<file path="src/rtl/motion_alarm_controller.sv">
// Three-zone PIR motion alarm: 2-flop synchronizers, per-sensor debounce,
// and an OFF/ARMING/ARMED/ALARM/COOLDOWN controller with registered outputs.
module motion_alarm_controller #(
    parameter int unsigned ARM_DELAY  = 8,
    parameter int unsigned DEBOUNCE   = 3,
    parameter int unsigned ALARM_HOLD = 32
) (
    input  logic       clk,
    input  logic       rst_n,
    input  logic       turn,
    input  logic       stop_alarm,
    input  logic       pir_sensor_1,
    input  logic       pir_sensor_2,
    input  logic       pir_sensor_3,
    output logic       alarm,
    output logic       armed,
    output logic [2:0] zone,
    output logic [7:0] alarm_count,
    output logic [2:0] state
);

    typedef enum logic [2:0] {
        S_OFF      = 3'd0,
        S_ARMING   = 3'd1,
        S_ARMED    = 3'd2,
        S_ALARM    = 3'd3,
        S_COOLDOWN = 3'd4
    } state_e;

    localparam logic [15:0] ARM_DELAY_C  = 16'(ARM_DELAY);
    localparam logic [15:0] ALARM_HOLD_C = 16'(ALARM_HOLD);
    localparam logic [7:0]  DEBOUNCE_C   = 8'(DEBOUNCE);

    state_e          state_q, state_d;
    logic [15:0]     timer_q, timer_d;
    logic            alarm_q, alarm_d;
    logic            armed_q, armed_d;
    logic [2:0]      zone_q, zone_d;
    logic [7:0]      count_q, count_d;
    logic [2:0]      sync1_q, sync1_d;
    logic [2:0]      sync2_q, sync2_d;
    logic [2:0][7:0] deb_q, deb_d;
    logic [2:0]      qual;

    always_comb begin
        sync1_d = {pir_sensor_3, pir_sensor_2, pir_sensor_1};
        sync2_d = sync1_q;
        deb_d   = deb_q;
        qual    = '0;
        for (int unsigned i = 0; i < 3; i++) begin
            qual[i] = (deb_q[i] == DEBOUNCE_C);
            if (!sync2_q[i]) begin
                deb_d[i] = '0;
            end else if (deb_q[i] != DEBOUNCE_C) begin
                deb_d[i] = deb_q[i] + 8'd1;
            end
        end
    end

    always_comb begin
        state_d = state_q;
        zone_d  = zone_q;
        count_d = count_q;
        timer_d = timer_q;
        if (!turn) begin
            state_d = S_OFF;
        end else begin
            case (state_q)
                S_OFF: begin
                    state_d = S_ARMING;
                    zone_d  = '0;
                end
                S_ARMING: begin
                    if (timer_q <= 16'd1) state_d = S_ARMED;
                end
                S_ARMED: begin
                    if (|qual) begin
                        state_d = S_ALARM;
                        zone_d  = qual;
                        if (count_q != 8'hFF) count_d = count_q + 8'd1;
                    end
                end
                S_ALARM: begin
                    zone_d = zone_q | qual;
                    if (stop_alarm || timer_q <= 16'd1) state_d = S_COOLDOWN;
                end
                S_COOLDOWN: begin
                    if (timer_q <= 16'd1) state_d = S_ARMED;
                end
                default: state_d = S_OFF;
            endcase
        end

        // One shared timer: reloaded on any state change, otherwise counts down to 1 and parks.
        if (state_d != state_q) begin
            case (state_d)
                S_ARMING, S_COOLDOWN: timer_d = ARM_DELAY_C;
                S_ALARM:              timer_d = ALARM_HOLD_C;
                default:              timer_d = '0;
            endcase
        end else if (timer_q > 16'd1) begin
            timer_d = timer_q - 16'd1;
        end

        alarm_d = (state_d == S_ALARM);
        armed_d = (state_d == S_ARMED);
    end

    always_ff @(posedge clk or negedge rst_n) begin
        if (!rst_n) begin
            state_q <= S_OFF;
            timer_q <= '0;
            alarm_q <= 1'b0;
            armed_q <= 1'b0;
            zone_q  <= '0;
            count_q <= '0;
            sync1_q <= '0;
            sync2_q <= '0;
            deb_q   <= '0;
        end else begin
            state_q <= state_d;
            timer_q <= timer_d;
            alarm_q <= alarm_d;
            armed_q <= armed_d;
            zone_q  <= zone_d;
            count_q <= count_d;
            sync1_q <= sync1_d;
            sync2_q <= sync2_d;
            deb_q   <= deb_d;
        end
    end

    assign alarm       = alarm_q;
    assign armed       = armed_q;
    assign zone        = zone_q;
    assign alarm_count = count_q;
    assign state       = state_q;

endmodule
</file>
<file path="config.mk">
export PLATFORM = sky130hd
export DESIGN_NAME = motion_alarm_controller
export DESIGN_NICKNAME = d
export VERILOG_FILES = /design/src/rtl/motion_alarm_controller.sv
export SDC_FILE = /design/constraint.sdc
export NUM_CORES = 1
export LEC_CHECK = 0
export ABC_AREA = 1
export BUFFER_PORTS_ARGS = -buffer_cell sky130_fd_sc_hd__buf_2
export CORE_MARGIN = 5
export CORE_UTILIZATION = 64
export CTS_CLUSTER_SIZE = 24
export DETAILED_ROUTE_END_ITERATION = 16
export GPL_TIMING_DRIVEN = 0
export PLACE_DENSITY = 0.8
export SKIP_LAST_GASP = 1
export SLEW_MARGIN = 20
export SYNTH_ARGS = -nofsm -noshare
export SYNTH_HDL_FRONTEND = slang
export SYNTH_SLANG_ARGS = --single-unit
</file>
<file path="constraint.sdc">
create_clock -name clk -period 3.93 [get_ports clk]
set_input_delay 0.786 -clock clk [delete_from_list [all_inputs] [get_ports clk]]
set_output_delay 0.786 -clock clk [all_outputs]
set_load 0.05 [all_outputs]
</file>
==> impl_metrics.yaml <==
global_routing:
  grt_max_degree: 63
  grt_overflow: 0
  track_usage_pct: 20.8
  grt_pass1_vias: 2427
  antenna_found_initial: 0
  grt_pass1_wl_um: 10000
power_and_ir_drop:
  power.density_mw_per_mm2: 631
  total_power_mw: 2.13
  irDropWorstVdd_mv: 0.447
  leakagePower_nw: 1.71
clocking:
  cts-root-buf: "clkbuf_8"
  htreeDepth: 3
  clkLatencyLatePin_ns: 0.33
  post_cts_resize_count: 0
  cts_tree: "yes"
  cts.sinks: 62
  hold_buffers: 0
  cts_buffer_depth: 2
  cts_buffers: 9
  post-cts-setup-buffer-count: 0
  path_clk_slew_ns: 0.07
placement:
  dpl_cell_area_mm2: 0.00320
  io_buffers: 21
  place_congestion: 0.831
  hpwlAfterDp_um: 3990
  place_inst: 417
  pre_cts_slack_ns: 1.76
die:
  die_w_um: 78.8
  row_count: 25
  core_area_mm2: 0.00466
  top_level_ports: 23
  die_y_um: 78.8
  die_area_mm2: 0.00621
  start_util_pct: 65.0
worst_setup_path:
  endpoint_kind: "register"
  crit_arrival_ns: 2.46
  critPathMaxFanout: 7
  crit_path_start: "deb_q[16]"
  cp.required_ns: 4.19
  r2r-start: "deb_q[16]"
  crit_type: "register to register"
  cp-start-kind: "register"
flow_run:
  maxCapViolCount: 0
synthesis:
  synth_cell_type_count: 32
  syn-num-nets: 355
  synth_cells: 342
  synth-seq-area-share_pct: 51.2
  syn-cell-area_mm2: 0.00303
  ys_seq_elements: 62
  ys.warnings.count: 0
  avgSynthCellArea_um2: 8.85
cells_and_area:
  fin_area_mm2: 0.00338
  finalNonFillerCells: 433
  final_common_cell: "dfrtp_1"
  final.fill_count: 359
  postLayoutCoreUtil_pct: 72.5
  final_cell_mix: "62 x dfrtp_1, 49 x nor2_1, 46 x nand2_1"
  area_growth_syn_to_layout_pct: 11.6
  diodes: 0
  drive_gt1_share_pct: 18.7
  layout.nets: 387
sta:
  timing.final.ws_setup_ns: 1.73
  hold_violations: 0
  slew_headroom_pct: 51.4
  timing.hold.ws_ns: 0.353
  tightestPinTransition_ns: 0.728
  period_needed_ns: 2.20
  rsz0062_at_grt: "no"
  worst_clock_skew_ns: 0.00560
  slew_violations: 0
  setup_viol: 0
  fmax_ghz: 0.455
  period_share_pct: 55.9
  tns_ns: 0
detailed_routing:
  drc: 0
  drtIter0Drc: 71
  avgRoutedWirePerCell_um: 12.5
  antenna_left: 0
  vias: 2336
  drt_wl_total_um: 5400
  dr.pass1.iters: 4
  viasPerCell: 5.39
worst_hold_path:
  hp-start: "sync1_q[0]"
  worstHoldPathType: "register to register"
outcome:
  status: "complete, no violations"
Yosys cell counts:
cell type	n	area, um2
o22ai_1	3	18.8
nor2_2	12	75.1
mux2_2	2	22.5
nand2_2	2	12.5
inv_2	5	18.8
inv_1	33	124
o21ai_0	12	60.1
nor3b_1	3	22.5
dfrtp_1	62	1550
xnor2_1	4	35.0
nand2_1	46	173
o21ai_1	1	5.00
o21a_1	3	22.5
a31oi_1	1	6.26
nand3_1	25	125
nor2_1	49	184
o21ai_2	1	8.76
xor2_1	15	131
nand2_4	2	22.5
buf_6	2	22.5
or2_2	2	12.5
a211oi_1	1	7.51
or3_1	1	6.26
buf_2	1	5.00
nand3_2	3	30.0
a21oi_1	24	120
nor2_4	2	22.5
and3_1	2	12.5
nand4_1	5	31.3
nor3_1	11	55.1
ha_1	6	75.1
a22o_1	1	8.76
worst max-delay path: stages, from the launching register on:
cell	delay, ns
dfrtp_1	0.40
ha_1	0.20
nor3b_1	0.20
nand3_1	0.26
nand3_1	0.20
nand2_1	0.11
inv_2	0.07
nand3_2	0.13
nor2_2	0.16
nand3_1	0.12
nor2_1	0.14
xor2_1	0.16
power by group:
group	total, mW	switching [mW]	internal [mW]
clock network	0.482	0.241	0.242
logic	0.846	0.550	0.296
registers	0.802	0.0766	0.726
cells by family after synthesis:
logic type	Yosys count	synth area share, %
muxes	2	0.744
adders and majority gates	6	2.48
DFF	62	51.2
AOI/OAI and AO/OA	47	8.51
and+or+nand+nor	165	25.9
buffers and inverters	41	5.62
xor gates and xnor gates	19	5.50
routing by layer:
metal | GRT usage (%) | vias to the layer above | share of wire (%)
met5 | 0 | - | 0
met2 | 35.1 | 39 | 49
li1 | - | 1181 | -
met1 | 24.5 | 1102 | 45
met3 | 3.97 | 14 | 3.2
met4 | 12.6 | 0 | 2.6
flip-flops by register name, indices dropped and copies added, names as in the netlist, 3 cells and up:
| name | count |
|---|---|
| timer_q | 16 |
| zone | 3 |
| sync2_q | 3 |
| state | 3 |
| sync1_q | 3 |
| alarm_count | 8 |
| deb_q | 24 |
layout make-up:
class                           count  area (um2)  area share, %
Sequential cell                    62        1550           45.9
Multi-Input combinational cell    239        1310           38.7
Inverter                           38         143           4.22
Clock buffer                       10         138           4.07
Timing Repair Buffer               21         108           3.19
Tap cell                           54        67.6           2.00
Clock inverter                      6        37.5           1.11
Buffer                              3        27.5          0.815
worst paths after layout:
check,end,slack [ns],depth (start not counted)
hold / removal,sync2_q[0],0.35,0
setup reg to reg,alarm_count[7],1.73,11
hold reg to reg,sync2_q[0],0.35,0
max in group asynchronous,deb_q[18],2.94,1
min in group asynchronous,deb_q[15],0.51,1
setup / recovery,alarm_count[7],1.73,11
Power figures use the tool's default switching activity.
